--- src/rtl/rr_index_arbiter_pkg.sv ---
// Shared constants for the round-robin index arbiter: requester count, index width,
// FSM state codes and watchdog counter width.
package rr_arb_pkg;

  localparam int ARB_IDX_W = 4;
  localparam int ARB_N_REQ = 2 ** ARB_IDX_W;

  localparam logic [0:0] ST_IDLE  = 1'b0;
  localparam logic [0:0] ST_GRANT = 1'b1;

  localparam int WDOG_W = 8;

endpackage

--- src/rtl/rr_index_arbiter_if.sv ---
// Request/grant bundle between requesters, the arbiter and the downstream decoder.
// The master side drives requests and acknowledges; the slave side (arbiter) drives grants.
interface rr_index_arbiter_if
  import rr_arb_pkg::*;
#(
  parameter int N_REQ = ARB_N_REQ,
  parameter int IDX_W = ARB_IDX_W
);

  logic [N_REQ-1:0] REQ;
  logic             ACK;
  logic [IDX_W-1:0] GNT_IDX;
  logic             GNT_VALID;
  logic             TIMEOUT_FLAG;

  modport master (
    output REQ,
    output ACK,
    input  GNT_IDX,
    input  GNT_VALID,
    input  TIMEOUT_FLAG
  );

  modport slave (
    input  REQ,
    input  ACK,
    output GNT_IDX,
    output GNT_VALID,
    output TIMEOUT_FLAG
  );

endinterface

--- src/rtl/rr_index_arbiter_pick.sv ---
// Combinational round-robin pick: first set request at or above ptr, wrapping at the top.
// Rotate so ptr sits at bit 0, priority-encode the lowest set bit, then add ptr back.
module rr_pick
  import rr_arb_pkg::*;
#(
  parameter int N_REQ = ARB_N_REQ,
  parameter int IDX_W = ARB_IDX_W
) (
  input  logic [N_REQ-1:0] req,
  input  logic [IDX_W-1:0] ptr,
  output logic [IDX_W-1:0] pick,
  output logic             any_req
);

  logic [N_REQ-1:0] rot;
  logic [IDX_W-1:0] off;

  assign rot = N_REQ'({req, req} >> ptr);

  // Downward scan so the lowest set bit is the one left in off.
  always_comb begin
    off = '0;
    for (int i = N_REQ - 1; i >= 0; i--) begin
      if (rot[i]) begin
        off = IDX_W'(i);
      end
    end
  end

  assign pick    = ptr + off;
  assign any_req = |req;

endmodule

--- src/rtl/rr_index_arbiter.sv ---
// 16-way round-robin arbiter producing an encoded grant index for a 4-to-16 decoder.
// Optional grant watchdog enabled by defining ARB_TIMEOUT_EN (limit TIMEOUT_CYC cycles).
module rr_index_arbiter
  import rr_arb_pkg::*;
#(
  parameter int N_REQ       = ARB_N_REQ,
  parameter int IDX_W       = ARB_IDX_W,
  parameter int TIMEOUT_CYC = 64
) (
  input logic               CLK,
  input logic               RST,
  rr_index_arbiter_if.slave bus
);

  logic [0:0]       state_q;
  logic [IDX_W-1:0] ptr_q;
  logic [IDX_W-1:0] gnt_idx_q;
  logic [IDX_W-1:0] next_ptr;
  logic [IDX_W-1:0] pick_ptr;
  logic [IDX_W-1:0] pick_idx;
  logic             ack_live;
  logic             any_req;

  // An ACK on a live grant moves priority past the grantee before this cycle's pick.
  assign next_ptr = gnt_idx_q + IDX_W'(1);
  assign ack_live = (state_q == ST_GRANT) && bus.ACK;
  assign pick_ptr = ack_live ? next_ptr : ptr_q;

  rr_pick #(
    .N_REQ (N_REQ),
    .IDX_W (IDX_W)
  ) u_pick (
    .req     (bus.REQ),
    .ptr     (pick_ptr),
    .pick    (pick_idx),
    .any_req (any_req)
  );

`ifdef ARB_TIMEOUT_EN
  localparam logic [WDOG_W-1:0] WDOG_LAST = WDOG_W'(TIMEOUT_CYC - 1);

  logic [WDOG_W-1:0] wdog_q;
  logic              tflag_q;

  always_ff @(posedge CLK) begin
    if (RST) begin
      state_q   <= ST_IDLE;
      ptr_q     <= '0;
      gnt_idx_q <= '0;
      wdog_q    <= '0;
      tflag_q   <= 1'b0;
    end else begin
      tflag_q <= 1'b0;
      if (state_q == ST_IDLE) begin
        if (any_req) begin
          gnt_idx_q <= pick_idx;
          state_q   <= ST_GRANT;
          wdog_q    <= '0;
        end
      end else if (bus.ACK) begin
        ptr_q <= next_ptr;
        if (any_req) begin
          gnt_idx_q <= pick_idx;
          wdog_q    <= '0;
        end else begin
          state_q <= ST_IDLE;
        end
      // wdog_q counts completed grant cycles minus one, so the limit hits on edge TIMEOUT_CYC.
      end else if (wdog_q == WDOG_LAST) begin
        ptr_q   <= next_ptr;
        state_q <= ST_IDLE;
        tflag_q <= 1'b1;
      end else begin
        wdog_q <= wdog_q + WDOG_W'(1);
      end
    end
  end

  assign bus.TIMEOUT_FLAG = tflag_q;
`else
  always_ff @(posedge CLK) begin
    if (RST) begin
      state_q   <= ST_IDLE;
      ptr_q     <= '0;
      gnt_idx_q <= '0;
    end else begin
      if (state_q == ST_IDLE) begin
        if (any_req) begin
          gnt_idx_q <= pick_idx;
          state_q   <= ST_GRANT;
        end
      end else if (bus.ACK) begin
        ptr_q <= next_ptr;
        if (any_req) begin
          gnt_idx_q <= pick_idx;
        end else begin
          state_q <= ST_IDLE;
        end
      end
    end
  end

  assign bus.TIMEOUT_FLAG = 1'b0;
`endif

  assign bus.GNT_IDX   = gnt_idx_q;
  assign bus.GNT_VALID = (state_q == ST_GRANT);

endmodule

--- src/flat_wrapper.sv ---
// flat-port wrapper written by rule: the top's interface ports become plain ports
module rr_index_arbiter_flat import rr_arb_pkg::*;
#(
  parameter int N_REQ       = ARB_N_REQ,
  parameter int IDX_W       = ARB_IDX_W,
  parameter int TIMEOUT_CYC = 64
)
  (CLK, RST, bus_REQ, bus_ACK, bus_GNT_IDX, bus_GNT_VALID, bus_TIMEOUT_FLAG);
  rr_index_arbiter_if #(.N_REQ(N_REQ), .IDX_W(IDX_W)) bus_i ();
  input logic CLK;
  input logic RST;
  input wire logic [$bits(bus_i.REQ)-1:0] bus_REQ;
  input wire logic [$bits(bus_i.ACK)-1:0] bus_ACK;
  output wire logic [$bits(bus_i.GNT_IDX)-1:0] bus_GNT_IDX;
  output wire logic [$bits(bus_i.GNT_VALID)-1:0] bus_GNT_VALID;
  output wire logic [$bits(bus_i.TIMEOUT_FLAG)-1:0] bus_TIMEOUT_FLAG;
  assign bus_i.REQ = bus_REQ;
  assign bus_i.ACK = bus_ACK;
  assign bus_GNT_IDX = bus_i.GNT_IDX;
  assign bus_GNT_VALID = bus_i.GNT_VALID;
  assign bus_TIMEOUT_FLAG = bus_i.TIMEOUT_FLAG;
  rr_index_arbiter #(.N_REQ(N_REQ), .IDX_W(IDX_W), .TIMEOUT_CYC(TIMEOUT_CYC)) u_core (.CLK(CLK), .RST(RST), .bus(bus_i));
endmodule
--- config.mk ---
export PLATFORM = sky130hd
export DESIGN_NAME = rr_index_arbiter_flat
export DESIGN_NICKNAME = d
export VERILOG_FILES = /design/src/rtl/rr_index_arbiter_pkg.sv /design/src/rtl/rr_index_arbiter_if.sv /design/src/rtl/rr_index_arbiter_pick.sv /design/src/rtl/rr_index_arbiter.sv /design/src/flat_wrapper.sv
export SDC_FILE = /design/constraint.sdc
export NUM_CORES = 1
export LEC_CHECK = 0
export ABC_AREA = 1
export BUFFER_PORTS_ARGS = -buffer_cell sky130_fd_sc_hd__buf_2
export CAP_MARGIN = 20
export CELL_PAD_IN_SITES_DETAIL_PLACEMENT = 0
export CELL_PAD_IN_SITES_GLOBAL_PLACEMENT = 1
export CORE_UTILIZATION = 39
export DETAILED_ROUTE_END_ITERATION = 6
export PLACE_DENSITY_LB_ADDON = 0.1
export SETUP_SLACK_MARGIN = 0.1
export SYNTH_ARGS = -nofsm -noshare
export SYNTH_HDL_FRONTEND = slang
export SYNTH_SLANG_ARGS = --single-unit
--- constraint.sdc ---
create_clock -name CLK -period 3.6 [get_ports CLK]
set_input_delay 0.72 -clock CLK [delete_from_list [all_inputs] [get_ports CLK]]
set_output_delay 0.72 -clock CLK [all_outputs]
set_load 0.05 [all_outputs]
* Word-level counts from Yosys, hierarchy flattened
Index checks and enable logic that the tools add are counted.
Storage, ports and cells: output and inout port bits 6, register bits 9, memories 0, word-level logic and storage cells 33, memory bits (writable) 0, memory bits (read-only) 0, bits in latches 0, input bits 19
Cells by class: shifts and indexed selects 1, $lt $le $gt $ge 0, multipliers 0, bitwise operators 0, add/sub/neg operators 2, reductions and logical operators 3, div/mod/pow operators 0, multiplexer cells 23, equal/unequal tests 1
Operators with widths (count):
- $mux 4 | 20
- $shr 32x4->16 | 1
- $reduce_or 16->1 | 1
- $add 4x1->4 const B | 1
- $add 4x4->4 | 1
- $mux 1 | 3
- $ne 2x2->1 const B | 1
- $reduce_and 2->1 | 1
- $logic_and 1x1->1 | 1

* Depth between registers and ports, before layout
Gate-level depths: netlist of the first run.
depth after elaboration 23, mapped depth 34, gate-level depth less buffers 32

* Cells and area by module
From an unflattened synthesis of the first run, not the netlist that was laid out.
Unflattened totals: cell total of the unflattened synthesis 280, area total of the unflattened synthesis 1656.6 um^2
By module, submodules not included:
- rr_pick | instances 1, cells an instance 224, area an instance 1247.4 um^2
- rr_index_arbiter | instances 1, cells an instance 56, area an instance 409.1 um^2

* Worst setup path after synthesis of the first run
Ideal clock, no wire load.
path kind flip-flop to flip-flop, from reg u_core.gnt_idx_q[0], in the netlist u_core.bus.GNT_IDX[0], to reg u_core.gnt_idx_q[2], in the netlist u_core.bus.GNT_IDX[2], stages on the path, launching flop included 29, required time 3.544 ns, path buffers 1, slack 0.280 ns, arrival 3.264 ns, period minus slack after synthesis 3.320 ns, setup time 0.056 ns, cells stage by stage dfxtp_1 > ha_1 > xnor2_1 > nor2_1 > nor2_1 > buf_2 > nand3_1 > nand3_1 > nand2_1 > nand2_1 > nand2_1 > nand2_1 > nand2_1 > nand2_1 > nand2_1 > nand2_1 > nand2_1 > nand2_1 > nand2_1 > nand2_1 > nand2_1 > nand2_1 > a21oi_1 > ha_1 > fa_1 > nand3b_1 > nand3_1 > nand2_1 > inv_1
On the way: longest elaborated chain between the ends 23
Ends and longest elaborated chain:
- start, declared | line rr_index_arbiter.sv:17 | logic [IDX_W-1:0] gnt_idx_q;
- start signal, assigned | line rr_index_arbiter.sv:89 | gnt_idx_q <= pick_idx;
- start signal, assigned | line rr_index_arbiter.sv:95 | gnt_idx_q <= pick_idx;
- $add 4x1->4 * | line rr_index_arbiter.sv:25 | assign next_ptr = gnt_idx_q + IDX_W'(1);
- $mux 4 * | line rr_index_arbiter.sv:27 | assign pick_ptr = ack_live ? next_ptr : ptr_q;
- $shr 32x4->16 | line rr_index_arbiter_pick.sv:18 | assign rot = N_REQ'({req, req} >> ptr);
- $mux 4 (16 in a row) | line rr_index_arbiter_pick.sv:24 | if (rot[i]) begin
- $add 4x4->4 * | line rr_index_arbiter_pick.sv:30 | assign pick = ptr + off;
- $mux 4 * | line rr_index_arbiter.sv:88, rr_index_arbiter.sv:94
- $mux 4 | line rr_index_arbiter.sv:92 | end else if (bus.ACK) begin
- $mux 4 * | line rr_index_arbiter.sv:87 | if (state_q == ST_IDLE) begin
Every way passes the cells marked *; elsewhere a longest branch is shown, timed or not. The select of a mux whose other input is x is not followed. A chain may end at the register's enable or synchronous reset.

* Worst setup path in the final report of the first run
from in bus_ACK, to reg u_core.gnt_idx_q[1], in the netlist u_core.bus.GNT_IDX[1]
On the way: longest elaborated chain between the ends 23
Ends and longest elaborated chain:
- start, declared | line flat_wrapper.sv:13 | input wire logic [$bits(bus_i.ACK)-1:0] bus_ACK;
- $logic_and 1x1->1 * | line rr_index_arbiter.sv:26 | assign ack_live = (state_q == ST_GRANT) && bus.ACK;
- $mux 4 * | line rr_index_arbiter.sv:27
- $shr 32x4->16 | line rr_index_arbiter_pick.sv:18
- $mux 4 (16 in a row) | line rr_index_arbiter_pick.sv:24
- $add 4x4->4 * | line rr_index_arbiter_pick.sv:30
- net u_core.pick_idx[1] | line rr_index_arbiter.sv:20 | logic [IDX_W-1:0] pick_idx;
- $mux 4 * | line rr_index_arbiter.sv:88, rr_index_arbiter.sv:94
- $mux 4 | line rr_index_arbiter.sv:92
- $mux 4 * | line rr_index_arbiter.sv:87
The timed path passes the listed nets; every way through them passes the cells marked *. The select of a mux whose other input is x is not followed.

==> results of run 1 <==
-- metrics by stage --
step	setup slack, ps	utilization	area [sq um]	total power, W	hold slack, ps
after floorplan	280	-	1810	0.000765	694
after global placement	-85.3	0.454	2000	0.000950	546
after detailed placement	-118	0.454	2000	0.000954	527
after CTS	133	0.465	2050	0.00108	537
after global routing	83.9	0.486	2150	0.00125	562
final	334	0.486	2150	0.00113	537
-- timing repair --
item                                    in CTS  in global routing
setup buffers                                0                  1
pin swaps                                    0                  2
endpoints found under the setup margin       1                  3
resized for setup                            1                 26
-- per-layer routing --
metal / part of all wire / up-vias / routed length (um)
li1: - / 1097 / -
met1: 0.47 / 898 / 2460
met2: 0.48 / 41 / 2520
met3: 0.024 / 10 / 125
met4: 0.018 / 0 / 95
met5: 0 / - / 0
-- cells in the final DEF (no fill, tap or decap), types with 3 or more instances in the layout --
| master | n |
|---|---|
| buf_12 | 3 |
| nor2_1 | 17 |
| nand3_1 | 47 |
| nor2_2 | 7 |
| and2_1 | 3 |
| nand2_2 | 14 |
| a21oi_2 | 3 |
| buf_4 | 8 |
| o21ai_1 | 7 |
| a21oi_1 | 6 |
| clkbuf_8 | 3 |
| buf_2 | 22 |
| dfxtp_1 | 7 |
| o21ai_2 | 9 |
| nor4_1 | 4 |
| o21ai_0 | 5 |
| nand2_8 | 3 |
| nand2_1 | 107 |
| inv_1 | 33 |
| nand3_2 | 11 |
| inv_2 | 4 |
-- area by class of cell --
cell class	instances	area, sq um	share of cell area
Sequential cell	9	183	0.0851
Tap cell	52	65.1	0.0303
Timing Repair Buffer	34	241	0.112
Clock buffer	4	45.0	0.0210
Multi-Input combinational cell	265	1460	0.681
Inverter	39	151	0.0705
-- sequential cells by signal, summed over array words and instances (netlist names) --
signal,cells
u_core.bus.GNT_IDX,4
u_core.bus.GNT_VALID,1
u_core.ptr_q,4
-- cells by family after synthesis --
group / Yosys count
other: 1
adder cells (fa/ha/maj): 4
XOR/XNOR: 2
flip-flops: 9
AND/OR/NAND/NOR: 222
buffers and inverters: 52
AO/OA/AOI/OAI: 36
-- report_power, final --
group	switching [W]	internal, W
sequential	0.0000208	0.000118
clock	0.0000443	0.0000776
combinational	0.000551	0.000313
total	0.000616	0.000509
-- worst paths after layout --
kind,slack (ps),end,startpoint
max,330,u_core.bus.GNT_IDX[1]$_SDFFE_PP0P_,bus_ACK
min,540,u_core.bus.GNT_IDX[1]$_SDFFE_PP0P_,u_core.bus.GNT_IDX[1]$_SDFFE_PP0P_
max reg2reg,410,u_core.bus.GNT_IDX[2]$_SDFFE_PP0P_,u_core.bus.GNT_IDX[0]$_SDFFE_PP0P_
min reg2reg,540,u_core.bus.GNT_IDX[1]$_SDFFE_PP0P_,u_core.bus.GNT_IDX[1]$_SDFFE_PP0P_
-- worst reg2reg max path: cells and delay by family (launching register included) --
| family | cells | cell delay (ps) |
|---|---|---|
| AOI/OAI and AO/OA | 1 | 50 |
| xor gates and xnor gates | 1 | 230 |
| adders and majority gates | 3 | 780 |
| buffers and inverters | 2 | 220 |
| DFF | 1 | 360 |
| and+or+nand+nor | 21 | 1490 |
==> qor.yml, run 1 <==
run_status:
  status: "complete, no violations"
cts:
  clock-root-buffer: "clkbuf_8"
  holdBufCountCts: 0
  clk-insertion-delay-late_ps: 240
  numCtsBuffers: 3
  cts.sinks: 9
  ctsHtreeMaxLevel: 1
  ctsLongestPathBuffers: 2
  cts_tree: "yes"
  clk_pin_slew_worst_paths_ps: 40
yosys:
  avgSynthCellArea_sq_um: 5.54
  synthArstFlopShare: 0
  yosysTopAreaCell: "nand2_1"
  synth_ff_type: "dfxtp_1"
  synth.top_cell.area_share: 0.226
  synth-edff-count: 0
  synth_mux_area_frac: 0
  synth-seq-cells: 9
  synth_compound_area_frac: 0.128
  synthDistinctLibCells: 40
  synth_top_family_by_area: "simple AND/OR/NAND/NOR gates"
  syn_nets: 349
  ys_seq_area_frac: 0.0997
  synthAdderAreaFrac: 0.0319
  synth_xor_area_frac: 0.00970
  ys_warn_count: 0
  synth_area_sq_mm: 0.00181
  synth-simple-area-share: 0.593
  synth.area.top_cells: "nand2_1 (23%), nand3_1 (15%), dfxtp_1 (10%)"
  yosysMostFrequentCell: "nand2_1"
  synthTopCellsByCount: "nand2_1 (109), nand3_1 (53), inv_1 (33), nor2_1 (20), nand2_2 (13)"
  synth_cells: 326
place:
  placed_cells: 398
  dp_hpwl_mm: 4.14
  gp_congestion: 0.831
  place.port_buffers: 23
worst_setup_path:
  cp.depth: 26
  crit_family: "simple AND/OR/NAND/NOR gates"
  cp.buffers_inverters: 3
  cpMaxStageDelayCell: "fa_1"
  critPathCaptureType: "flip-flop"
  worstPathArrival_ps: 3390
  required_ps: 3730
  critical_path_class: "in -> reg"
  cp_max_fo: 9
  reg2regPathDepth: 28
  start_kind: "primary input"
  cp_common_cell: "nand2_1"
  slowest_delay_ps: 420
floorplanning:
  initial_core_util: 0.409
  rows: 24
  pin_count: 25
  core_area_sq_mm: 0.00441
  die_h_um: 70.1
  die_area_sq_mm: 0.00491
  die_x_um: 70.1
route:
  avgViaCountPerCell: 5.08
  vias: 2046
  drc_errors: 0
  wire_per_inst_um: 12.9
  firstDrtPassIters: 4
  ant_nets: 0
  wl_mm: 5.20
  initialDrtViolationCount: 78
global_routing:
  grt_pass1_vias: 1954
  met1_usage: 0.280
  top_usage_layer: "met2"
  globalRouteOverflowTotal: 0
  antenna_found_initial: 0
  grt_max_degree: 21
  grtUsageMet3: 0.0101
  grt_first_pass_wirelength_mm: 8.96
  grtUsageTotal: 0.222
  gr-usage-met2: 0.402
sta:
  fin_tns_setup_ps: 0
  relSlewSlack: 0.614
  post-route-period-util: 0.907
  finalHoldViolations: 0
  rsz0062_at_grt: "true"
  finClkSkew_ps: 7.16
  fin_crit_ps: 3270
  final_max_slew_viol_count: 0
  setup_violations: 0
  fmax_mhz: 306
  tightestPinTransition_ps: 574
min_path:
  min_path_cells: 2
  min_path_type: "reg -> reg"
final_layout:
  antenna_cells: 0
  final_cells: 403
  areaGrowthSynthToFinish_pct: 18.8
  layout-drive-gt1-share: 0.282
  fin_nets: 375
  fill_cells: 484
run:
  maxCapViolCount: 0
power_and_ir_drop:
  p_per_area_mw_per_mm2: 524
  leakagePower_nw: 1.14
  ir_drop_mv: 0.384
Note: power is estimated with default switching activity, not from simulation.
==> run 2: changes to the inputs <==
--- a/config.mk
+++ b/config.mk
@@ -10,6 +10,7 @@
 export CAP_MARGIN = 20
 export CELL_PAD_IN_SITES_DETAIL_PLACEMENT = 0
 export CELL_PAD_IN_SITES_GLOBAL_PLACEMENT = 1
+export CORE_ASPECT_RATIO = 2
 export CORE_UTILIZATION = 39
 export DETAILED_ROUTE_END_ITERATION = 6
 export PLACE_DENSITY_LB_ADDON = 0.1
==> run 2 against run 1 <==
Compared with the run above: via count grew 3.4%; largest cell class unchanged; critical path depth is 1 lower; cell count increased by 2.0%; largest power group unchanged; fmax grew 0.51%; highest routed layer unchanged; sequential power hardly changed; clock skew down 6.1 ps.
==> qor.yml, run 2 (same netlist as run 1, synthesis figures left out) <==
floorplanning:
  rows: 34
  initial_core_util: 0.412
  die_x_um: 50.1
  die_h_um: 98.3
  core_area_sq_mm: 0.00438
  pin_count: 25
  die_area_sq_mm: 0.00493
worst_setup_path:
  start_kind: "primary input"
  worstPathArrival_ps: 3380
  cp-startpoint: "bus_ACK"
  reg2regPathDepth: 24
  reg2reg_to: "u_core.bus.GNT_IDX[1]$_SDFFE_PP0P_"
  cp_max_fo: 10
  required_ps: 3730
  r2r-start: "u_core.bus.GNT_IDX[0]$_SDFFE_PP0P_"
  reg2reg_slack_ps: 420
  critical_path_class: "in -> reg"
  critPathCaptureType: "flip-flop"
final_layout:
  fin_nets: 381
  areaGrowthSynthToFinish_pct: 22.2
  antenna_cells: 0
  layout-drive-gt1-share: 0.291
  layout_common_cells: "nand2_1 (109), nand3_1 (46), inv_1 (33)"
  layout_commonest_cell: "nand2_1"
global_routing:
  met1_usage: 0.257
  antenna_found_initial: 0
  top_usage_layer: "met2"
  grt_max_degree: 21
  grt_first_pass_wirelength_mm: 8.71
  grtUsageMet3: 0.0202
  grtUsageTotal: 0.228
  grt_pass1_vias: 1897
  globalRouteOverflowTotal: 0
  gr-usage-met2: 0.430
sta:
  rsz0062_at_grt: "true"
  final_max_slew_viol_count: 0
  post-route-period-util: 0.903
  relSlewSlack: 0.548
  finalHoldViolations: 0
  finClkSkew_ps: 1.05
  fmax_mhz: 308
  fin_crit_ps: 3250
  setup_violations: 0
  fin_hold_ws_ps: 526
  tightestPinTransition_ps: 671
route:
  initialDrtViolationCount: 66
  wire_per_inst_um: 13.4
  ant_nets: 0
  wl_mm: 5.50
  drc_errors: 0
  firstDrtPassIters: 5
  avgViaCountPerCell: 5.15
  vias: 2115
min_path:
  min_path_cells: 2
  min_to: "u_core.bus.GNT_IDX[0]$_SDFFE_PP0P_"
  min_from: "u_core.bus.GNT_IDX[0]$_SDFFE_PP0P_"
  min_path_type: "reg -> reg"
place:
  gp_congestion: 0.876
  dp_hpwl_mm: 4.55
  place.port_buffers: 23
cts:
  clk_pin_slew_worst_paths_ps: 40
  ctsLongestPathBuffers: 2
  clk-insertion-delay-late_ps: 230
  clock-root-buffer: "clkbuf_8"
  cts_tree: "yes"
  ctsHtreeMaxLevel: 1
  holdBufCountCts: 0
  cts.sinks: 9
  numCtsBuffers: 3
  postCtsSetupBuffers: 0
run_status:
  status: "complete, no violations"
power_and_ir_drop:
  total_power_w: 0.00116
  ir_drop_mv: 0.270
  leakagePower_nw: 1.17
  p_per_area_mw_per_mm2: 526
run:
  maxCapViolCount: 0
[run 2: cell types whose count changed in the layout (fill, tap and decap cells not counted), sizes merged]
cell	change
clkbuf	+1
buf	+5
[run 2: cell type report]
cell class | instances | area [sq um]
clock buffer | 4 | 45.0
tap | 54 | 67.6
timing repair buffer | 40 | 288
fill | 497 | 2170
inverter | 39 | 154
sequential | 9 | 183
multi-input combinational | 265 | 1470
[run 2: critical path, stage by stage]
cell,delay (ps)
buf_4,160
nand2_8,100
nand2_2,70
nand2_4,150
buf_12,150
nand3_1,120
nand2_1,100
nor2_1,40
a31oi_1,210
nand2_1,70
nand2_1,110
nand2_1,60
nand2_1,50
nand2_1,40
nand2_1,50
nand2_1,40
nand2_1,50
nand2_1,40
nand2_1,50
nand2_1,40
a21oi_1,140
ha_2,210
fa_1,420
o21ai_1,120
nor2_1,50
[run 2: repair_timing]
item                                    in CTS  in global routing
endpoints found under the setup margin       1                  4
resized for setup                            1                 25
gates cloned                                 0                  1
pin swaps                                    0                  2
[run 2: how the worst max path moves through the flow]
stage	cells past startpoint	slack [ps]	endpoint
finish	25	350	u_core.bus.GNT_IDX[1]$_SDFFE_PP0P_
global route	27	90	u_core.bus.GNT_IDX[1]$_SDFFE_PP0P_
CTS	24	120	u_core.bus.GNT_IDX[1]$_SDFFE_PP0P_
detailed placement	28	-130	u_core.bus.GNT_IDX[2]$_SDFFE_PP0P_
global placement	28	-120	u_core.bus.GNT_IDX[2]$_SDFFE_PP0P_
floorplan	28	280	u_core.bus.GNT_IDX[2]$_SDFFE_PP0P_
[run 2: through the flow]
stage | setup TNS [ps] | setup slack, ps | util | area (sq um) | std cells
floorplan | 0 | 280 | - | 1810 | 326
global placement | -335 | -123 | 0.465 | 2040 | 406
detailed placement | -351 | -129 | 0.465 | 2040 | 406
CTS | 0 | 120 | 0.476 | 2090 | 410
global route | 0 | 90.0 | 0.504 | 2210 | 411
finish | 0 | 350 | 0.504 | 2210 | 411
[run 2: power by group]
group,switching [W],internal [W],leakage [nW]
Clock,0.0000414,0.0000773,0.0228
Combinational,0.000568,0.000337,1.07
Sequential,0.0000190,0.000118,0.0746
Total,0.000629,0.000533,1.17
[run 2: metal layers]
metal | share of wire | wire length, um
met1 | 0.40 | 2190
met2 | 0.56 | 3080
met3 | 0.017 | 91
met4 | 0.025 | 140
met5 | 0 | 0
==> run 3: changes to the inputs <==
--- a/config.mk
+++ b/config.mk
@@ -12,7 +12,9 @@
 export CELL_PAD_IN_SITES_GLOBAL_PLACEMENT = 1
 export CORE_ASPECT_RATIO = 2
 export CORE_UTILIZATION = 39
+export CTS_CLUSTER_SIZE = 25
 export DETAILED_ROUTE_END_ITERATION = 6
+export MAX_ROUTING_LAYER = met4
 export PLACE_DENSITY_LB_ADDON = 0.1
 export SETUP_SLACK_MARGIN = 0.1
 export SYNTH_ARGS = -nofsm -noshare
==> run 3 against run 2 <==
Compared with the run above: combinational power fell by 0.9%; clock power barely moved; die area did not move; utilization fell by 0.17 points; first-iteration DRC count rose by 4.5%; critical path depth rose by 3; total power fell by 0.61%; non-clock buffer count did not move; via count fell by 0.61%; largest cell class unchanged; largest power group unchanged.
==> qor.yml, run 3 (same netlist as run 1, synthesis figures left out) <==
run_status:
  status: "complete, no violations"
place:
  placed_area_sq_mm: 0.00204
  place.port_buffers: 23
  gp_congestion: 0.891
  dp_hpwl_mm: 4.55
floorplanning:
  die_h_um: 98.3
  rows: 34
  core_area_sq_mm: 0.00438
  initial_core_util: 0.412
  pin_count: 25
  die_area_sq_mm: 0.00493
  die_x_um: 50.1
worst_setup_path:
  cpMaxStageDelayCell: "fa_1"
  worstPathArrival_ps: 3460
  critical_path_class: "in -> reg"
  cp_common_cell: "nand2_1"
  reg2reg_slack_ps: 380
  cp_max_fo: 14
  required_ps: 3780
  critPathCaptureType: "flip-flop"
  slowest_delay_ps: 370
  start_kind: "primary input"
final_layout:
  fin_util: 0.502
  antenna_cells: 0
  design_area_sq_mm: 0.00220
  layout-drive-gt1-share: 0.289
  fill_cells: 496
  fin_nets: 381
  layout_commonest_cell: "nand2_1"
  layout_common_cells: "nand2_1 (109), nand3_1 (47), inv_1 (33)"
  areaGrowthSynthToFinish_pct: 21.8
sta:
  fmax_mhz: 305
  tightestPinTransition_ps: 626
  fin_tns_setup_ps: 0
  rsz0062_at_grt: "false"
  post-route-period-util: 0.910
  fin_crit_ps: 3280
  final_max_slew_viol_count: 0
  finalHoldViolations: 0
  finClkSkew_ps: 3.44
  setup_violations: 0
  relSlewSlack: 0.578
route:
  avgViaCountPerCell: 5.11
  drc_errors: 0
  initialDrtViolationCount: 69
  vias: 2102
  wl_mm: 5.52
  ant_nets: 0
  wire_per_inst_um: 13.4
  firstDrtPassIters: 4
cts:
  numCtsBuffers: 3
  ctsHtreeMaxLevel: 1
  clk_pin_slew_worst_paths_ps: 40
  cts.sinks: 9
  clock-root-buffer: "clkbuf_8"
  ctsLongestPathBuffers: 2
  clk-insertion-delay-late_ps: 240
  cts_tree: "yes"
global_routing:
  grt_first_pass_wirelength_mm: 8.72
  grtUsageTotal: 0.235
  globalRouteOverflowTotal: 0
  antenna_found_initial: 0
  grt_pass1_vias: 1889
  grt_max_degree: 21
power_and_ir_drop:
  total_power_w: 0.00115
  leakagePower_nw: 1.17
  p_per_area_mw_per_mm2: 524
  ir_drop_mv: 0.275
run:
  maxCapViolCount: 0
min_path:
  min_path_type: "reg -> reg"
[run 3: area by class of cell]
class	count	area, sq um	share of cell area
timing repair buffer	40	288	0.131
tap	54	67.6	0.0307
inverter	39	151	0.0688
clock buffer	4	45.0	0.0205
multi-input combinational	265	1470	0.666
sequential	9	183	0.0830
[run 3: worst paths after layout]
check | depth (start not counted) | from | endpoint
max reg2reg | 28 | u_core.bus.GNT_IDX[0]$_SDFFE_PP0P_ | u_core.bus.GNT_IDX[2]$_SDFFE_PP0P_
min reg2reg | 2 | u_core.bus.GNT_IDX[0]$_SDFFE_PP0P_ | u_core.bus.GNT_IDX[0]$_SDFFE_PP0P_
min | 2 | u_core.bus.GNT_IDX[0]$_SDFFE_PP0P_ | u_core.bus.GNT_IDX[0]$_SDFFE_PP0P_
max | 28 | bus_ACK | u_core.bus.GNT_IDX[2]$_SDFFE_PP0P_
[run 3: per-stage QoR]
| step | hold slack, ps | instances | setup slack [ps] |
|---|---|---|---|
| floorplan | 694 | 326 | 280 |
| global placement | 536 | 406 | -123 |
| detailed placement | 541 | 406 | -129 |
| CTS | 550 | 410 | 120 |
| global route | 563 | 411 | 92.8 |
| finish | 525 | 411 | 323 |
[run 3: routing by layer]
| layer | GRT usage | part of all wire | vias to the layer above |
|---|---|---|---|
| met4 | 0.0593 | 0.025 | 0 |
| met2 | 0.434 | 0.56 | 37 |
| met3 | 0.0187 | 0.019 | 11 |
| met5 | - | 0 | - |
| met1 | 0.258 | 0.39 | 946 |
| li1 | - | - | 1108 |
[run 3: report_power, final]
group          total (W)  switching (W)  internal [W]
Sequential      0.000137      0.0000189      0.000118
Clock           0.000120      0.0000425     0.0000774
Combinational   0.000897       0.000564      0.000334
[run 3: critical path, delay by kind of cell]
family	cells	cell delay [ps]
simple gates	22	1750
compound gates	1	60
fa+ha+maj	2	550
buf+inv	3	340
[run 3: repair_timing]
action,in CTS,in global routing
cloned,0,1
hold buffers,0,0
buffers inserted,0,0
pin swaps,0,2
resized for setup,1,23
endpoints found under the setup margin,1,4
